**src/rtl/lsu_pkg.sv**
```systemverilog
// rtl/lsu_pkg.sv - shared funct3 constants, state encoding and default width for the LSU
package lsu_pkg;

   localparam int LSU_ADDR_W = 5;

   localparam logic [2:0] F3_B  = 3'b000;
   localparam logic [2:0] F3_H  = 3'b001;
   localparam logic [2:0] F3_W  = 3'b010;
   localparam logic [2:0] F3_BU = 3'b100;
   localparam logic [2:0] F3_HU = 3'b101;

   typedef enum logic [2:0] {
      S_IDLE,
      S_ERR,
      S_LOAD,
      S_WRITE,
      S_RMW_RD,
      S_RMW_WR,
      S_RESP
   } lsu_state_e;

endpackage

```
**src/rtl/lsu_lane_align.sv**
```systemverilog
// rtl/lsu_lane_align.sv - byte/halfword lane extraction for loads and lane merge for sub-word stores
module lsu_lane_align
   import lsu_pkg::*;
(
   input  logic [31:0] ld_word_i,
   input  logic [31:0] st_old_i,
   input  logic [15:0] st_new_i,
   input  logic [1:0]  offset_i,
   input  logic [2:0]  funct3_i,
   output logic [31:0] ld_data_o,
   output logic [31:0] st_word_o
);

   logic [7:0]  byte_v;
   logic [15:0] half_v;

   always_comb begin
      byte_v    = ld_word_i[{offset_i, 3'b000} +: 8];
      half_v    = offset_i[1] ? ld_word_i[31:16] : ld_word_i[15:0];
      ld_data_o = ld_word_i;
      case (funct3_i)
         F3_B:    ld_data_o = {{24{byte_v[7]}}, byte_v};
         F3_H:    ld_data_o = {{16{half_v[15]}}, half_v};
         F3_BU:   ld_data_o = {24'h0, byte_v};
         F3_HU:   ld_data_o = {16'h0, half_v};
         default: ld_data_o = ld_word_i;
      endcase
   end

   // Only the addressed lane changes; the rest of the old word is written back untouched.
   always_comb begin
      st_word_o = st_old_i;
      case (funct3_i[1:0])
         2'b00:   st_word_o[{offset_i, 3'b000} +: 8]    = st_new_i[7:0];
         2'b01:   st_word_o[{offset_i[1], 4'b0000} +: 16] = st_new_i;
         default: st_word_o = st_old_i;
      endcase
   end

endmodule

```
**src/rtl/lsu_mem_master.sv**
```systemverilog
// rtl/lsu_mem_master.sv - load/store initiator driving a word-addressed memory with read-modify-write sub-word stores
module lsu_mem_master
   import lsu_pkg::*;
#(
   parameter int ADDR_W = LSU_ADDR_W,
   parameter int DATA_W = 32
) (
   input  logic              clk,
   input  logic              reset,
   input  logic              req_valid,
   output logic              req_ready,
   input  logic              req_we,
   input  logic [2:0]        req_funct3,
   input  logic [31:0]       req_addr,
   input  logic [DATA_W-1:0] req_wdata,
   output logic              resp_valid,
   output logic [DATA_W-1:0] resp_rdata,
   output logic              resp_err,
   output logic              mem_read,
   output logic              mem_write,
   output logic [ADDR_W-1:0] mem_addr,
   output logic [DATA_W-1:0] mem_wdata,
   input  logic [DATA_W-1:0] mem_rdata
);

   lsu_state_e        state_q, state_d;
   logic              we_q;
   logic [2:0]        f3_q;
   logic [ADDR_W+1:0] addr_q;
   logic [DATA_W-1:0] wdata_q, rdata_q;
   logic              accept, misaligned, out_of_range, bad_f3, req_err;
   logic [DATA_W-1:0] ld_data, st_word;

   assign accept = req_valid && (state_q == S_IDLE);

   always_comb begin
      misaligned   = ((req_funct3[1:0] == 2'b01) && req_addr[0]) ||
                     ((req_funct3[1:0] == 2'b10) && (req_addr[1:0] != 2'b00));
      out_of_range = |req_addr[31:ADDR_W+2];
      bad_f3       = req_we ? (req_funct3 > F3_W)
                            : ((req_funct3 == 3'b011) || (req_funct3[2:1] == 2'b11));
      req_err      = misaligned || out_of_range || bad_f3;
   end

   lsu_lane_align u_align (
      .ld_word_i (mem_rdata),
      .st_old_i  (rdata_q),
      .st_new_i  (wdata_q[15:0]),
      .offset_i  (addr_q[1:0]),
      .funct3_i  (f3_q),
      .ld_data_o (ld_data),
      .st_word_o (st_word)
   );

   always_ff @(posedge clk) begin
      if (reset) begin
         state_q <= S_IDLE;
         we_q    <= 1'b0;
         f3_q    <= 3'b000;
         addr_q  <= '0;
         wdata_q <= '0;
         rdata_q <= '0;
      end else begin
         state_q <= state_d;
         if (accept) begin
            we_q    <= req_we;
            f3_q    <= req_funct3;
            addr_q  <= req_addr[ADDR_W+1:0];
            wdata_q <= req_wdata;
         end
         if (state_q == S_LOAD)
            rdata_q <= ld_data;
         else if (state_q == S_RMW_RD)
            rdata_q <= mem_rdata;
      end
   end

   always_comb begin
      state_d    = state_q;
      req_ready  = 1'b0;
      resp_valid = 1'b0;
      resp_err   = 1'b0;
      resp_rdata = '0;
      mem_read   = 1'b0;
      mem_write  = 1'b0;
      mem_wdata  = '0;
      mem_addr   = addr_q[ADDR_W+1:2];
      case (state_q)
         S_IDLE: begin
            req_ready = 1'b1;
            mem_addr  = '0;
            if (req_valid) begin
               if (req_err)             state_d = S_ERR;
               else if (!req_we)        state_d = S_LOAD;
               else if (req_funct3 == F3_W) state_d = S_WRITE;
               else                     state_d = S_RMW_RD;
            end
         end
         S_ERR: begin
            resp_valid = 1'b1;
            resp_err   = 1'b1;
            mem_addr   = '0;
            state_d    = S_IDLE;
         end
         S_LOAD: begin
            mem_read = 1'b1;
            state_d  = S_RESP;
         end
         S_WRITE: begin
            mem_write = 1'b1;
            mem_wdata = wdata_q;
            state_d   = S_RESP;
         end
         S_RMW_RD: begin
            mem_read = 1'b1;
            state_d  = S_RMW_WR;
         end
         S_RMW_WR: begin
            mem_write = 1'b1;
            mem_wdata = st_word;
            state_d   = S_RESP;
         end
         S_RESP: begin
            resp_valid = 1'b1;
            if (!we_q) resp_rdata = rdata_q;
            state_d = S_IDLE;
         end
         default: state_d = S_IDLE;
      endcase
      // A reset cycle abandons whatever is in flight, so nothing may leave the block.
      if (reset) begin
         mem_read   = 1'b0;
         mem_write  = 1'b0;
         resp_valid = 1'b0;
         resp_err   = 1'b0;
         resp_rdata = '0;
      end
   end

endmodule

```
**config.mk**
```make
export PLATFORM = sky130hd
export DESIGN_NAME = lsu_mem_master
export DESIGN_NICKNAME = d
export VERILOG_FILES = /design/src/rtl/lsu_pkg.sv /design/src/rtl/lsu_lane_align.sv /design/src/rtl/lsu_mem_master.sv
export SDC_FILE = /design/constraint.sdc
export NUM_CORES = 1
export LEC_CHECK = 0
export ABC_AREA = 1
export CAP_MARGIN = 20
export CORE_UTILIZATION = 48
export CTS_BUF_LIST = sky130_fd_sc_hd__clkbuf_4
export DETAILED_ROUTE_END_ITERATION = 7
export GPL_TIMING_DRIVEN = 0
export HOLD_SLACK_MARGIN = 0.12
export PLACE_DENSITY = 0.84
export RECOVER_POWER = 100
export SLEW_MARGIN = 20
export SYNTH_ARGS = -nofsm -noshare
export SYNTH_HDL_FRONTEND = slang
export SYNTH_SLANG_ARGS = --single-unit
```
**constraint.sdc**
```tcl
create_clock -name clk -period 2.9 [get_ports clk]
set_input_delay 0.725 -clock clk [delete_from_list [all_inputs] [get_ports clk]]
set_output_delay 0.725 -clock clk [all_outputs]
set_load 0.01 [all_outputs]
```
==> results of run 1 <==
-- critical path, cell delays in order (launching register included) --
cell and delay [ns]:
dfxtp_4 0.37, buf_8 0.09, clkinvlp_4 0.13, ha_4 0.32
nor2_4 0.17, buf_4 0.14, nand3_1 0.05, o211ai_1 0.09
nand3_1 0.14, o21ai_1 0.12, buf_2 0.15
-- state kept, by name, indices dropped and copies added (netlist names) --
signal   count
rdata_q     32
wdata_q     32
addr_q       7
f3_q         3
state_q      3
we_q         1
-- worst max path at each step --
stage	start	end	slack, ns	depth (start not counted)
finish	addr_q[0]	mem_wdata[7]	-0.05	10
global route	addr_q[0]	mem_wdata[4]	-0.14	10
CTS	addr_q[1]	mem_wdata[14]	-0.06	10
detailed placement	reset	mem_write	-0.73	6
global placement	reset	resp_rdata[20]	-0.70	6
floorplan	addr_q[1]	mem_wdata[5]	0.28	10
-- routing by layer --
metal | global-route usage [%] | part of all wire, % | routed length (um) | vias up
met3 | 8.46 | 13 | 2690 | 84
li1 | - | - | - | 3288
met2 | 58.0 | 44 | 9430 | 507
met1 | 49.6 | 40 | 8570 | 3236
met5 | 0 | 0 | 0 | -
met4 | 15.1 | 3.7 | 798 | 0
-- layout make-up --
cell class	instances	area, um2	area share [%]
clock inverter	5	60.1	0.775
tap	136	170	2.20
inverter	104	404	5.22
clock buffer	10	75.1	0.969
multi-input combinational	604	3390	43.8
sequential	78	1580	20.4
buffer	52	299	3.86
timing repair buffer	201	1770	22.8
-- cells in the mapped netlist --
| master | instances |
|---|---|
| a21oi_1 | 123 |
| a31oi_1 | 2 |
| buf_1 | 3 |
| buf_2 | 20 |
| buf_4 | 4 |
| buf_6 | 3 |
| clkbuf_1 | 28 |
| clkinv_1 | 2 |
| dfxtp_1 | 78 |
| ha_1 | 5 |
| inv_1 | 99 |
| inv_2 | 3 |
| nand2_1 | 141 |
| nand2_2 | 4 |
| nand2_4 | 1 |
| nand3_1 | 71 |
| nand4_1 | 3 |
| nor2_1 | 55 |
| nor2_2 | 2 |
| nor2_4 | 4 |
| nor3_1 | 35 |
| nor3_4 | 1 |
| o2111ai_1 | 5 |
| o211ai_1 | 10 |
| o21ai_0 | 112 |
| o21ai_1 | 5 |
| o221ai_1 | 22 |
| o22ai_1 | 1 |
| or2_0 | 1 |
| or2_2 | 1 |
-- logic make-up after synthesis --
logic type,count (synthesis),share of synthesized area (%)
AOI/OAI and AO/OA,280,29.3
adders and majority gates,5,1.20
buffers and inverters,162,12.8
DFF,78,29.8
and+or+nand+nor,319,26.9
-- report_power, final --
group | total (mW) | leakage, nW | internal (mW) | switching (mW)
logic | 0.781 | 2.51 | 0.345 | 0.437
registers | 1.16 | 0.642 | 1.12 | 0.0428
clock network | 0.684 | 0.0728 | 0.271 | 0.413
total | 2.63 | 3.23 | 1.74 | 0.892
-- repair_timing --
item / CTS / global route
setup buffers: 19 / 5
cloned: 1 / 0
pin swaps: 21 / 26
endpoints found under the setup margin: 68 / 36
gates resized for setup: 247 / 67
-- through the flow --
stage,utilization (%),setup slack [ns],instance area [um2],total power [mW]
3_5_place_dp,68.5,-0.733,7170,1.78
6_report,74.1,-0.0476,7750,2.63
4_1_cts,73.3,-0.0561,7670,2.54
2_1_floorplan,-,0.282,5230,1.51
3_3_place_gp,68.5,-0.699,7170,1.77
5_1_grt,74.1,-0.136,7750,2.74
==> out/results.tsv, run 1 <==
stage	metric	value	unit
timing	timing.max_slew.rel_slack	55.6	%
drt	vias	7115	
timing	transition_time_at_the_pin_with_the_least_slew_margin	0.666	ns
floorplan	starting_utilization_of_the_core_area	50.0	%
clock_tree	number_of_hold_buffers_added_after_cts	0	
power	leak_pwr	3.23	nW
clock_tree	clock_tree.buffer_depth	2	
synth	synth.avg_cell_area	6.20	um2
synth	synth_fp_nets	952	
drt	firstDrtPassIters	8	
finish	num_antenna_cells	0	
power	vdd_drop_max	0.000219	V
placement	place_hpwl	16100	um
synth	yosysTopAreaCellShare	29.8	%
synth	leading_area_contributor_after_synthesis	dfxtp_1	
floorplan	floorplan.io_pins	177	
timing	timing_hold_violations_final	0	
placement	placement.io_buffers	176	
run_status	run_status	finished, violations left	
timing	worst_hold_slack	0.459	ns
setup_path	worst_setup_path_start_kind	flip-flop	
min_path	worst_hold_startpoint	wdata_q[23]	
min_path	hold_class	flip-flop to flip-flop	
finish	layout_common_cells	nand2_1 (140), a21oi_1 (123), o21ai_0 (102), clkdlybuf4s50_1 (102), inv_1 (95)	
floorplan	placeableCoreArea	10500	um2
timing	setup_viol	5	
finish	finalNonFillerCells	1190	
setup_path	critical_path_peak_fanout	4	
synth	synth_seq_cells	78	
timing	setup_ws	-0.0476	ns
global_route	grt_max_degree	16	
synth	warnings_synthesis	0	
timing	achievable-frequency	339	MHz
clock_tree	worst_skew_pair.late_latency	0.46	ns
synth	synth.distinct_cells	30	
setup_path	worst_path_arrival_time	2.22	ns
synth	post_synth_instance_area	5230	um2
clock_tree	cts_sinks	78	
placement	placedCellCount	1156	
floorplan	die_area	11300	um2
run_status	violations_in_the_final_reports	negative setup slack	
min_path	hold_path_end	wdata_q[23]	
timing	timing.final.crit_share	102	%
clock_tree	clock_tree_from_tritoncts	yes	
min_path	holdPathStages	2	
setup_path	regToRegEndpoint	wdata_q[6]	
setup_path	setup.worst_path.class	flip-flop to output pin	
drt	wl_per_cell	18.1	um
clock_tree	path_clk_slew	0.14	ns
floorplan	die_y	106	um
clock_tree	htree_levels	3	
setup_path	required	2.17	ns
drt	drtIter0Drc	758	
floorplan	dieWidth	106	um
synth	ranking_of_synthesized_cells_by_area	dfxtp_1 (30%), a21oi_1 (12%), o21ai_0 (11%), nand2_1 (10%), inv_1 (7.1%)	
global_route	globalRouteOverflowTotal	0	
timing	fin_worst_skew	0.0183	ns
global_route	gr-usage-all-layers	37.2	%
drt	post-route-drc-count	0	
setup_path	reg2reg_setup_slack	0.83	ns
timing	rsz_0062_raised_after_global_routing	yes	
clock_tree	ctsRootBufferMaster	clkbuf_4	
setup_path	rr_startpoint	state_q[2]	
setup_path	kind_of_end_point_of_the_critical_path	output pin	
drt	vias_per_cell	5.98	
power	powerDensity	339	nW/um2
global_route	grt_antenna_before_repair	0	
synth	seq_area_frac_synth	29.8	%
finish	final_layout_fill_cell_count	903	
placement	gpl.final_weighted_congestion	0.971	
flow_run	timing.max_cap.violations	0	
timing	slew_violations	0	
finish	final_nets	1158	
synth	post_synth_inst_count	844	
clock_tree	cts_made_buffers	9	
finish	layout_cell_share_with_drive_strength_beyond_1	16.7	%
drt	wl	21500	um
finish	mostFrequentLayoutCell	nand2_1	
floorplan	row_count	37	
drt	postRouteAntennaNets	0	
timing	final.setup.tns	-0.139	ns
timing	final.min_clock_period	2.95	ns
finish	layout-area-overhead-vs-synth	48.1	%
global_route	grt_pass1_vias	6330	
global_route	first_pass_grt_wire_length	32600	um
setup_path	worstRegToRegCells	8	
Note: power is estimated with default switching activity, not from simulation.
==> inputs of run 2 (changes only) <==
==> constraint.sdc (replaced) <==
create_clock -name clk -period 2.9 [get_ports clk]
set_input_delay 0.29 -clock clk [delete_from_list [all_inputs] [get_ports clk]]
set_output_delay 0.29 -clock clk [all_outputs]
set_load 0.01 [all_outputs]
==> out/results.tsv, run 2 (same netlist as run 1, synthesis figures left out) <==
stage	metric	value	unit
run_status	run_status	complete, no violations	
finish	layout-area-overhead-vs-synth	40.6	%
finish	final_nets	1141	
clock_tree	clock_tree.buffer_depth	2	
placement	gpl.final_weighted_congestion	0.971	
power	leak_pwr	2.98	nW
drt	postRouteAntennaNets	0	
timing	timing.final.crit_share	96.3	%
floorplan	starting_utilization_of_the_core_area	50.0	%
floorplan	die_y	106	um
finish	fin_util	70.3	%
finish	layout_common_cells	nand2_1 (140), clkdlybuf4s50_1 (133), a21oi_1 (123), o21ai_0 (112), inv_1 (97)	
finish	num_antenna_cells	0	
finish	sequential_cell_area	1570	um2
setup_path	required	2.61	ns
global_route	grt_max_degree	14	
finish	mostFrequentLayoutCell	nand2_1	
placement	placedCellCount	1156	
clock_tree	worst_skew_pair.late_latency	0.46	ns
timing	fin_worst_skew	0.0140	ns
setup_path	worst_setup_path_start_kind	flip-flop	
min_path	hold_class	primary input to flip-flop	
floorplan	dieWidth	106	um
clock_tree	cts_made_buffers	9	
clock_tree	path_clk_slew	0.14	ns
flow_run	timing.max_cap.violations	0	
timing	slew_violations	0	
clock_tree	clock_tree_from_tritoncts	yes	
finish	footprint_of_the_multi_input_gates	3060	um2
timing	transition_time_at_the_pin_with_the_least_slew_margin	0.640	ns
finish	largest_registers	rdata_q: 32 flops, wdata_q: 32 flops, addr_q: 7 flops	
setup_path	setup.worst_path.class	flip-flop to output pin	
timing	achievable-frequency	358	MHz
clock_tree	ctsRootBufferMaster	clkbuf_4	
floorplan	placeableCoreArea	10500	um2
drt	vias	6818	
clock_tree	cts_sinks	78	
power	vdd_drop_max	0.000215	V
floorplan	floorplan.io_pins	177	
finish	layout_cell_share_with_drive_strength_beyond_1	7.33	%
global_route	globalRouteOverflowTotal	0	
drt	wl_per_cell	17.4	um
timing	timing_hold_violations_final	0	
drt	vias_per_cell	5.81	
setup_path	critical_path_peak_fanout	10	
placement	place_hpwl	16100	um
global_route	first_pass_grt_wire_length	31600	um
drt	post-route-drc-count	0	
clock_tree	number_of_hold_buffers_added_after_cts	0	
timing	rsz_0062_raised_after_global_routing	yes	
clock_tree	htree_levels	3	
setup_path	kind_of_end_point_of_the_critical_path	output pin	
global_route	gr-usage-all-layers	36.1	%
drt	firstDrtPassIters	6	
finish	final_layout_fill_cell_count	959	
timing	setup_viol	0	
power	powerDensity	340	nW/um2
floorplan	row_count	37	
placement	placement.io_buffers	176	
finish	finalNonFillerCells	1173	
drt	wl	20400	um
timing	timing.max_slew.rel_slack	57.3	%
drt	drtIter0Drc	617	
setup_path	worst_path_arrival_time	2.50	ns
floorplan	die_area	11300	um2
timing	final.min_clock_period	2.79	ns
global_route	grt_antenna_before_repair	0	
global_route	grt_pass1_vias	6165	
==> run 2: cell count changes in the layout (fill, tap and decap cells not counted), moves of 11 or more <==
cell	previous run	this run
buf_2	36	8
clkbuf_1	24	35
clkdlybuf4s50_1	102	133
o221ai_2	17	2
buf_4	24	9
o221ai_1	3	20
==> run 2: worst max-delay path: stages, from the launching register on <==
cell and delay (ns):
dfxtp_1 0.34, buf_4 0.18, clkinv_1 0.32, o21ai_1 0.35, buf_2 0.31, nand2_1 0.08, o2111ai_1 0.10, nand2_1 0.08
dlygate4sd2_1 0.29
==> run 2: layout make-up <==
type	count	share of cell area [%]
multi-input cells	604	41.6
repair buffers	181	23.9
plain buffers	55	3.69
flip-flops and latches	78	21.3
inverters	104	5.36
clock inverters	5	0.816
clock buffers	10	1.02
well taps	136	2.31
==> run 2: report_power, final <==
part | internal, mW | total, mW | leakage [nW] | switching, mW
Clock | 0.271 | 0.684 | 0.0728 | 0.413
Sequential | 1.12 | 1.16 | 0.640 | 0.0390
Combinational | 0.282 | 0.659 | 2.27 | 0.377
==> run 2: per-layer routing <==
layer	vias to the layer above	global-route usage [%]	share of wire [%]
li1	3241	-	-
met1	3093	48.9	42
met3	55	7.85	11
met5	-	0	0
met4	0	14.5	3.1
met2	429	55.6	43
==> run 2: path summary, 6_finish.rpt <==
path	from	end	slack [ns]	cells after the start
worst max-delay path	f3_q[1]	mem_wdata[0]	0.11	8
worst min-delay path	req_wdata[20]	wdata_q[20]	0.43	3
worst max register to register	state_q[1]	rdata_q[7]	0.54	7
worst min register to register	wdata_q[25]	wdata_q[25]	0.46	2
==> run 2: what timing repair did <==
item,in CTS,in global routing
setup buffers,4,1
pin swaps,1,2
resized for setup,57,33
endpoints found under the setup margin,32,29
==> run 2: through the flow <==
step	instance area, um2	hold WS [ns]	TNS, ns	power, mW	setup slack [ns]
5_1_grt	7360	0.443	-0.0747	2.62	-0.0286
6_report	7360	0.425	0	2.50	0.106
3_5_place_dp	7170	0.440	-3.81	1.78	-0.242
3_3_place_gp	7170	0.434	-3.59	1.77	-0.248
4_1_cts	7350	0.423	-0.00941	2.47	-0.00941
2_1_floorplan	5230	0.359	0	1.51	0.717
==> inputs of run 3 (changes only) <==
- ABC_AREA: 1 -> unset
- CORE_UTILIZATION: 48 -> 47
- PLACE_DENSITY: 0.84 -> 0.83
==> out/results.tsv, run 3 <==
stage	metric	value	unit
finish	mostFrequentLayoutCell	clkdlybuf4s50_1	
finish	final_nets	1009	
drt	post-route-drc-count	0	
synth	synth.distinct_cells	54	
floorplan	die_y	106	um
finish	stdcell_area	7520	um2
timing	slew_violations	0	
power	powerDensity	305	nW/um2
timing	timing_hold_violations_final	0	
timing	setup_viol	2	
timing	rsz_0062_raised_after_global_routing	yes	
timing	fin_worst_skew	0.0150	ns
floorplan	die_area	11200	um2
clock_tree	cts_sinks	78	
synth	synth.avg_cell_area	7.39	um2
placement	gpl.final_weighted_congestion	0.921	
synth	post_synth_instance_area	5080	um2
synth	synth_flop_cell	dfxtp_1	
drt	drtIter0Drc	574	
timing	final.min_clock_period	2.92	ns
setup_path	slowest_stage	dfxtp_2	
drt	postRouteAntennaNets	0	
timing	final.setup.tns	-0.0330	ns
setup_path	worst_path_arrival_time	2.63	ns
run_status	violations_in_the_final_reports	negative setup slack	
setup_path	kind_of_end_point_of_the_critical_path	output pin	
timing	timing.max_slew.rel_slack	28.7	%
global_route	globalRouteOverflowTotal	0	
synth	yosysTopAreaCellShare	30.7	%
placement	postPlaceCellArea	7010	um2
finish	largest_registers	rdata_q: 32 flops, wdata_q: 32 flops, addr_q: 7 flops	
synth	ranking_of_synthesized_cells_by_area	dfxtp_1 (31%), nand2_1 (9.0%), a21oi_1 (8.0%), nor2_1 (5.2%), and2_1 (4.7%)	
placement	placement.io_buffers	176	
finish	sequential_cell_area	1570	um2
finish	final_layout_fill_cell_count	853	
clock_tree	clock_tree_from_tritoncts	yes	
clock_tree	ctsRootBufferMaster	clkbuf_4	
power	vdd_drop_max	0.000342	V
synth	synthMostInstantiatedCell	nand2_1	
floorplan	starting_utilization_of_the_core_area	48.8	%
flow_run	timing.max_cap.violations	0	
placement	place_hpwl	15500	um
finish	layout_cell_share_with_drive_strength_beyond_1	16.0	%
timing	setup_ws	-0.0219	ns
timing	transition_time_at_the_pin_with_the_least_slew_margin	1.06	ns
global_route	grt_max_degree	14	
finish	layout-area-overhead-vs-synth	48.1	%
setup_path	worst_setup_path_start_kind	flip-flop	
finish	layout_common_cells	clkdlybuf4s50_1 (141), nand2_1 (121), a21oi_1 (78), dfxtp_1 (74), nor2_1 (70)	
setup_path	cpPeakStageDelay	0.36	ns
global_route	gr-usage-all-layers	36.7	%
synth	warnings_synthesis	0	
clock_tree	path_clk_slew	0.14	ns
synth	leading_area_contributor_after_synthesis	dfxtp_1	
power	leak_pwr	2.97	nW
floorplan	floorplan.io_pins	177	
setup_path	critical_path_peak_fanout	5	
setup_path	required	2.61	ns
synth	number_of_enable_type_register_cells_in_the_synthesized_netlist	0	
timing	timing.final.crit_share	101	%
floorplan	dieWidth	106	um
placement	place_ws	-0.364	ns
clock_tree	clock_tree.buffer_depth	2	
drt	wl_per_cell	20.0	um
run_status	run_status	finished, violations left	
setup_path	worst_path_most_repeated_cell	nor2_1	
setup_path	setup.worst_path.class	flip-flop to output pin	
clock_tree	htree_levels	3	
timing	worst_hold_slack	0.363	ns
timing	achievable-frequency	342	MHz
floorplan	row_count	37	
clock_tree	number_of_hold_buffers_added_after_cts	0	
drt	firstDrtPassIters	7	
synth	synth_seq_cells	78	
synth	synth_fp_nets	795	
min_path	hold_class	primary input to flip-flop	
synth	synth_commonest_cells	nand2_1 (122), a21oi_1 (81), dfxtp_1 (78)	
setup_path	timing.critical_path.cells	buf_6 > clkinvlp_4 > ha_4 > and4b_2 > buf_4 > a221oi_2 > nor2_1 > a21oi_1 > nor2_1 > dlygate4sd2_1	
synth	post_synth_inst_count	687	
global_route	grt_pass1_vias	6121	
synth	seq_area_frac_synth	30.7	%
floorplan	placeableCoreArea	10400	um2
global_route	grt_antenna_before_repair	1	
drt	wl	20900	um
drt	vias	6316	
finish	footprint_of_the_multi_input_gates	3380	um2
drt	vias_per_cell	6.05	
synth	postSynth.asyncResetShare	0	%
global_route	first_pass_grt_wire_length	31600	um
clock_tree	cts_made_buffers	9	
clock_tree	worst_skew_pair.late_latency	0.46	ns
run 3: cell count changes after synthesis, sizes merged, moves of 14 or more:
cell / delta
nand3: -62
a211oi: +17
nand2: -24
a221oi: +24
nor3: -30
inv: -87
and2: +38
a32o: +16
nand2b: +25
a21oi: -41
o21ai: -96
o22ai: +14
run 3: worst max-delay path: cells and delay by family (launching register included):
family / cells / cell delay [ns]
flip-flops: 1 / 0.36
AO/OA/AOI/OAI: 2 / 0.39
buffers and inverters: 4 / 0.66
AND/OR/NAND/NOR: 3 / 0.45
adder cells (fa/ha/maj): 1 / 0.31
run 3: cell families after synthesis:
group / after synthesis / share of synthesized area, %
xor+xnor: 1 / 0.172
fa+ha+maj: 5 / 1.23
flops: 78 / 30.7
buf+inv: 72 / 6.26
mux: 12 / 2.41
simple gates: 298 / 28.2
compound gates: 221 / 31.0
run 3: path summary, 6_finish.rpt:
path           startpoint       endpoint  slack [ns]  cells past startpoint
min reg2reg   wdata_q[27]    wdata_q[27]        0.47                      2
max reg2reg    state_q[2]     rdata_q[8]        0.44                      7
min          req_wdata[3]     wdata_q[3]        0.36                      3
max             addr_q[0]  mem_wdata[13]       -0.02                     10
run 3: timing repair:
item,4_1_cts,5_1_grt
gates resized for setup,81,67
endpoints found under the setup margin,64,55
setup buffers,21,8
endpoints found under the hold margin,0,0
pin swaps,13,22
run 3: power by group:
part,internal [mW],total (mW),switching (mW),leakage (nW)
registers,1.11,1.16,0.0495,0.638
clock network,0.185,0.595,0.410,0.0703
logic,0.264,0.544,0.280,2.26
run 3: layout make-up:
| type | instances | area share, % |
|---|---|---|
| Multi-Input combinational cell | 537 | 45.0 |
| Timing Repair Buffer | 205 | 25.6 |
| Sequential cell | 78 | 20.9 |
| Buffer | 53 | 3.69 |
| Tap cell | 136 | 2.26 |
| Inverter | 17 | 1.03 |
| Clock buffer | 10 | 0.998 |
| Clock inverter | 6 | 0.499 |
| Antenna cell | 2 | 0.0665 |
run 3: layer usage:
layer	part of all wire, %	global-route usage, %	up-vias
met5	0	0	-
met4	3.8	17.7	0
met3	12	10.1	72
met2	47	59.5	441
met1	38	44.7	2893
li1	-	-	2910
run 3: stage by stage:
step           std cells  utilization [%]  power (mW)
6_report            1044             72.2        2.29
5_1_grt             1043             72.2        2.38
4_1_cts             1034             71.3        2.25
3_5_place_dp         999             67.3        1.64
3_3_place_gp         999             67.3        1.63
2_1_floorplan        687                -        1.40
